==> src/rtl/word_break_if.sv <==
// Handshake bundle for word_break: character stream in, assembled word out.
// The master drives characters and out_ready; the slave is the word assembler.
interface word_break_if #(
    parameter int DATA_WIDTH = 8,
    parameter int MAX_WORD   = 16
);
    localparam int LEN_W = $clog2(MAX_WORD + 1);

    logic [DATA_WIDTH-1:0]          in_data;
    logic                           in_valid;
    logic                           in_ready;
    logic [MAX_WORD*DATA_WIDTH-1:0] out_word;
    logic [LEN_W-1:0]               out_len;
    logic                           out_trunc;
    logic                           out_valid;
    logic                           out_ready;

    modport master (
        output in_data, in_valid, out_ready,
        input  in_ready, out_word, out_len, out_trunc, out_valid
    );

    modport slave (
        input  in_data, in_valid, out_ready,
        output in_ready, out_word, out_len, out_trunc, out_valid
    );
endinterface

==> src/rtl/word_break.sv <==
// Splits a character stream into words on space/LF/CR and presents each
// word as a parallel buffer with its length and a truncation flag.
module word_break #(
    parameter int DATA_WIDTH = 8,
    parameter int MAX_WORD   = 16
) (
    input logic         clk,
    input logic         rstn,
    word_break_if.slave bus
);
    localparam int LEN_W = $clog2(MAX_WORD + 1);
    localparam int BUF_W = MAX_WORD * DATA_WIDTH;
    localparam logic [LEN_W-1:0] LEN_MAX = LEN_W'(MAX_WORD);

    typedef enum logic {
        COLLECT,
        EMIT
    } state_e;

    state_e           state_q, state_d;
    logic [BUF_W-1:0] buf_q, buf_d;
    logic [LEN_W-1:0] len_q, len_d;
    logic             trunc_q, trunc_d;

    logic [7:0] low8;
    logic       is_delim;
    logic       in_fire;

    // Delimiter test works on an 8-bit view of the character.
    generate
        if (DATA_WIDTH >= 8) begin : g_wide
            assign low8 = bus.in_data[7:0];
        end else begin : g_narrow
            assign low8 = {{(8 - DATA_WIDTH){1'b0}}, bus.in_data};
        end
    endgenerate

    assign is_delim = (low8 == 8'h20) || (low8 == 8'h0A) || (low8 == 8'h0D);

    assign bus.in_ready  = (state_q == COLLECT) && rstn;
    assign bus.out_valid = (state_q == EMIT);
    assign bus.out_word  = buf_q;
    assign bus.out_len   = len_q;
    assign bus.out_trunc = trunc_q;

    assign in_fire = bus.in_valid && bus.in_ready;

    always_comb begin
        state_d = state_q;
        buf_d   = buf_q;
        len_d   = len_q;
        trunc_d = trunc_q;

        case (state_q)
            COLLECT: begin
                if (in_fire) begin
                    if (is_delim) begin
                        if (len_q != '0) begin
                            state_d = EMIT;
                        end
                    end else if (len_q < LEN_MAX) begin
                        for (int unsigned i = 0; i < MAX_WORD; i++) begin
                            if (len_q == LEN_W'(i)) begin
                                buf_d[i*DATA_WIDTH +: DATA_WIDTH] = bus.in_data;
                            end
                        end
                        len_d = len_q + 1'b1;
                    end else begin
                        trunc_d = 1'b1;
                    end
                end
            end
            EMIT: begin
                if (bus.out_ready) begin
                    state_d = COLLECT;
                    buf_d   = '0;
                    len_d   = '0;
                    trunc_d = 1'b0;
                end
            end
            default: state_d = COLLECT;
        endcase
    end

    always_ff @(posedge clk or negedge rstn) begin
        if (!rstn) begin
            state_q <= COLLECT;
            buf_q   <= '0;
            len_q   <= '0;
            trunc_q <= 1'b0;
        end else begin
            state_q <= state_d;
            buf_q   <= buf_d;
            len_q   <= len_d;
            trunc_q <= trunc_d;
        end
    end
endmodule

==> src/flat_wrapper.sv <==
// flat-port wrapper written by rule: the top's interface ports become plain ports
module word_break_flat 
#(
    parameter int DATA_WIDTH = 8,
    parameter int MAX_WORD   = 16
)
  (clk, rstn, bus_in_data, bus_in_valid, bus_out_ready, bus_in_ready, bus_out_word, bus_out_len, bus_out_trunc, bus_out_valid);
  word_break_if #(.DATA_WIDTH(DATA_WIDTH), .MAX_WORD(MAX_WORD)) bus_i ();
  input logic clk;
  input logic rstn;
  input wire logic [$bits(bus_i.in_data)-1:0] bus_in_data;
  input wire logic [$bits(bus_i.in_valid)-1:0] bus_in_valid;
  input wire logic [$bits(bus_i.out_ready)-1:0] bus_out_ready;
  output wire logic [$bits(bus_i.in_ready)-1:0] bus_in_ready;
  output wire logic [$bits(bus_i.out_word)-1:0] bus_out_word;
  output wire logic [$bits(bus_i.out_len)-1:0] bus_out_len;
  output wire logic [$bits(bus_i.out_trunc)-1:0] bus_out_trunc;
  output wire logic [$bits(bus_i.out_valid)-1:0] bus_out_valid;
  assign bus_i.in_data = bus_in_data;
  assign bus_i.in_valid = bus_in_valid;
  assign bus_i.out_ready = bus_out_ready;
  assign bus_in_ready = bus_i.in_ready;
  assign bus_out_word = bus_i.out_word;
  assign bus_out_len = bus_i.out_len;
  assign bus_out_trunc = bus_i.out_trunc;
  assign bus_out_valid = bus_i.out_valid;
  word_break #(.DATA_WIDTH(DATA_WIDTH), .MAX_WORD(MAX_WORD)) u_core (.clk(clk), .rstn(rstn), .bus(bus_i));
endmodule
==> config.mk <==
export PLATFORM = sky130hd
export DESIGN_NAME = word_break_flat
export DESIGN_NICKNAME = d
export VERILOG_FILES = /design/src/rtl/word_break_if.sv /design/src/rtl/word_break.sv /design/src/flat_wrapper.sv
export SDC_FILE = /design/constraint.sdc
export NUM_CORES = 1
export LEC_CHECK = 0
export ABC_AREA = 1
export CAP_MARGIN = 20
export CORE_ASPECT_RATIO = 1.2
export CORE_MARGIN = 4
export CORE_UTILIZATION = 52
export DETAILED_ROUTE_END_ITERATION = 8
export GPL_TIMING_DRIVEN = 0
export HOLD_SLACK_MARGIN = 0.03
export MAX_ROUTING_LAYER = met4
export PLACE_DENSITY = 0.85
export SLEW_MARGIN = 40
export SYNTH_ARGS = -nofsm -noshare
export SYNTH_HDL_FRONTEND = slang
export SYNTH_SLANG_ARGS = --single-unit
==> constraint.sdc <==
create_clock -name clk -period 2.6 [get_ports clk]
set_input_delay 0.78 -clock clk [delete_from_list [all_inputs] [get_ports clk]]
set_output_delay 0.78 -clock clk [all_outputs]
set_load 0.01 [all_outputs]
==> results.md <==
- Area delta synth->final: 43.38%
- Routed WL per cell: 18.85 um
- Clock tree buffer depth: 2
- Final setup vio count: 0
- Peak VDD IR: 0.7809 mV
- Post-route design area: 8023 um^2
- DP Area: 7261 um^2
- Worst path slowest cell: clkdlybuf4s50_1
- Hold_ws: 0.1722 ns
- First-pass GRT wire length: 27510 um
- Worst Setup Start Kind: flip-flop
- Critical path peak fanout: 6
- Skew final: 0.01063 ns
- Outcome: completed
- Vias: 5021
- CP delay by family, top: buffers and inverters
- Site row count: 41
- Crit share post-route: 0.8837
- Clk Latency, worst-skew pair: 0.42 ns
- Yosys reg bits: 135
- MaxCap Viol Count: 0
- Starting DRT DRC Count: 286
- # DRC: 0
- Minimum clock period: 2.298 ns
- Antenna violations before repair: 0
- Post-route ant nets: 0
- Slew @ Worst Pin: 0.7461 ns
- Largest net degree at the start of global routing: 35
- CTS clk-pin slew, worst paths: 0.06 ns
- Starting Density: 0.5321
- CTS tree: yes
- Post-Synthesis Cells: 603
- RSZ-0062 raised after global routing: false
- H-tree depth: 4
- Synth Area per Inst: 9.279 um^2
- Crit path DAT: 1.52 ns
- Setup CP Type: reg2out
- Worst EP required: 1.82 ns
- Final hold vios: 0
- Max-slew violation count: 0
- Pleak: 3.912 nW
- Drt pass-1 iters: 5
- CTS buffer count: 17
- Final net count: 791
- Sequential area share after synthesis: 0.6038
- All-Layer GR Usage: 0.3038
- Final Wtd Congestion: 0.9154
- Vias/cell: 5.481
- Post-Synthesis Cell Area: 5595 um^2
- Placeable Area: 10520 um^2
- Pwr/cell area: 1200 nW/um^2
- Distinct cells, synth: 25
- PortBufs: 147
- Layout cell share with drive strength beyond 1: 0.1042
- Number of global-route vias before repair: 5250
- # IOs: 148
- Critical path's largest stage delay: 0.61 ns
- Clock Sinks: 135
- Hold Path Class: in2async
- Die width: 102.7 um
- Post-Route WL: 17270 um
- Maximum clock frequency: 435.3 MHz
- Die area: 12490 um^2
- DP Wirelength: 11270 um
- Die height: 121.6 um
- Ys Warns: 0
- Clk root buf: clkbuf_16
- Worst-path cell chain: clkdlybuf4s50_1
- Buf+Inv Stages, Crit Path: 1
- Syn Nets: 620
- N_diodes: 0
- Grt total ovfl: 0
- Crit. End Element: output pin
- Max-Slew Margin vs Limit: 0.5026
- CTS hold repair buffers: 0
[metrics by stage]
stage,setup slack (ns),cells,setup TNS (ns),utilization,power [mW]
finish,0.3025,916,0,0.7629,9.626
global route,0.2491,916,0,0.7629,10.15
CTS,0.003317,916,0,0.7626,9.618
detailed placement,-0.5222,880,-32.28,0.6904,7.039
global placement,-4.662,879,-1162.09,0.6873,6.892
floorplan,0.6973,603,0,-,4.815
[power breakdown]
| group | internal (mW) | switching [mW] |
|---|---|---|
| sequential | 2.96 | 0.595 |
| combinational | 1.93 | 1.64 |
| clock | 1.58 | 0.917 |
[cell usage after synthesis, drive strengths merged]
master	n	area, um^2
nand2	221	892.1
dfrtp	135	3378
o21ai	107	535.5
inv	33	123.9
nor2	29	121.4
nand3	28	167.7
buf	21	178.9
a21oi	13	87.58
clkbuf	8	30.03
ha	5	62.56
clkinv	1	3.750
nand4	1	6.260
o21a	1	7.510
[layer usage]
metal  GRT usage  part of all wire
met2      0.4899              0.50
met1      0.3444              0.37
met5           -                 0
met4      0.1288             0.034
met3      0.1019             0.095
[final cells by class]
| type | count | area [um^2] |
|---|---|---|
| Multi-Input combinational cell | 405 | 1881 |
| Buffer | 29 | 209.0 |
| Sequential cell | 135 | 3378 |
| Clock buffer | 21 | 470.5 |
| Tap cell | 129 | 161.4 |
| Inverter | 34 | 127.6 |
| Fill cell | 664 | 2494 |
| Clock inverter | 11 | 146.4 |
| Timing Repair Buffer | 152 | 1649 |
[final timing paths]
kind | slack (ns) | end | depth (start not counted) | startpoint
hold reg to reg | 0.47 | u_core.bus.out_word[122]$_DFFE_PN0P_ | 2 | u_core.bus.out_word[122]$_DFFE_PN0P_
max in group asynchronous | 1.91 | u_core.bus.out_word[124]$_DFFE_PN0P_ | 2 | rstn
min in group clk | 0.47 | u_core.bus.out_word[122]$_DFFE_PN0P_ | 2 | u_core.bus.out_word[122]$_DFFE_PN0P_
hold / removal | 0.17 | u_core.bus.out_word[3]$_DFFE_PN0P_ | 1 | rstn
setup reg to reg | 0.51 | u_core.bus.out_word[112]$_DFFE_PN0P_ | 9 | u_core.bus.out_len[0]$_DFFE_PN0P_
setup / recovery | 0.30 | bus_out_len[3] | 1 | u_core.bus.out_len[3]$_DFFE_PN0P_
[placed cells by master, fill, tap and decap left out, types with 3 or more instances in the layout]
cell and count:
a21oi_1 7, a21oi_2 6, buf_2 10, buf_6 9, bufbuf_16 4, bufinv_16 3
clkbuf_1 9, clkbuf_16 17, clkbuf_8 3, clkdlybuf4s50_1 145, clkinv_2 3, dfrtp_1 135
ha_1 5, inv_1 31, nand2_1 212, nand2_4 8, nand3_1 24, nand3_2 3
nor2_1 26, o21ai_0 50, o21ai_1 57
[state kept, by name, indices dropped and copies added, names as in the netlist]
register	flops
u_core.bus.out_valid	1
u_core.bus.out_word	128
u_core.bus.out_trunc	1
u_core.bus.out_len	5
[kinds of logic (layout without fill, tap and decap cells)]
| kind of cell | count (synthesis) | in the layout | synth area share |
|---|---|---|---|
| AND/OR/NAND/NOR | 279 | 279 | 0.2122 |
| buffers and inverters | 63 | 247 | 0.06015 |
| adder cells (fa/ha/maj) | 5 | 5 | 0.01118 |
| AO/OA/AOI/OAI | 121 | 121 | 0.1127 |
| flip-flops | 135 | 135 | 0.6038 |
[timing repair]
action / 4_1_cts / 5_1_grt
gates cloned: 4 / 0
buffers inserted: 0 / 0
endpoints found under the setup margin: 1 / 1
endpoints found under the hold margin: 0 / 0
gates resized for setup: 2 / 1
pin swaps: 0 / 0
Note: power is estimated with default switching activity, not from simulation.
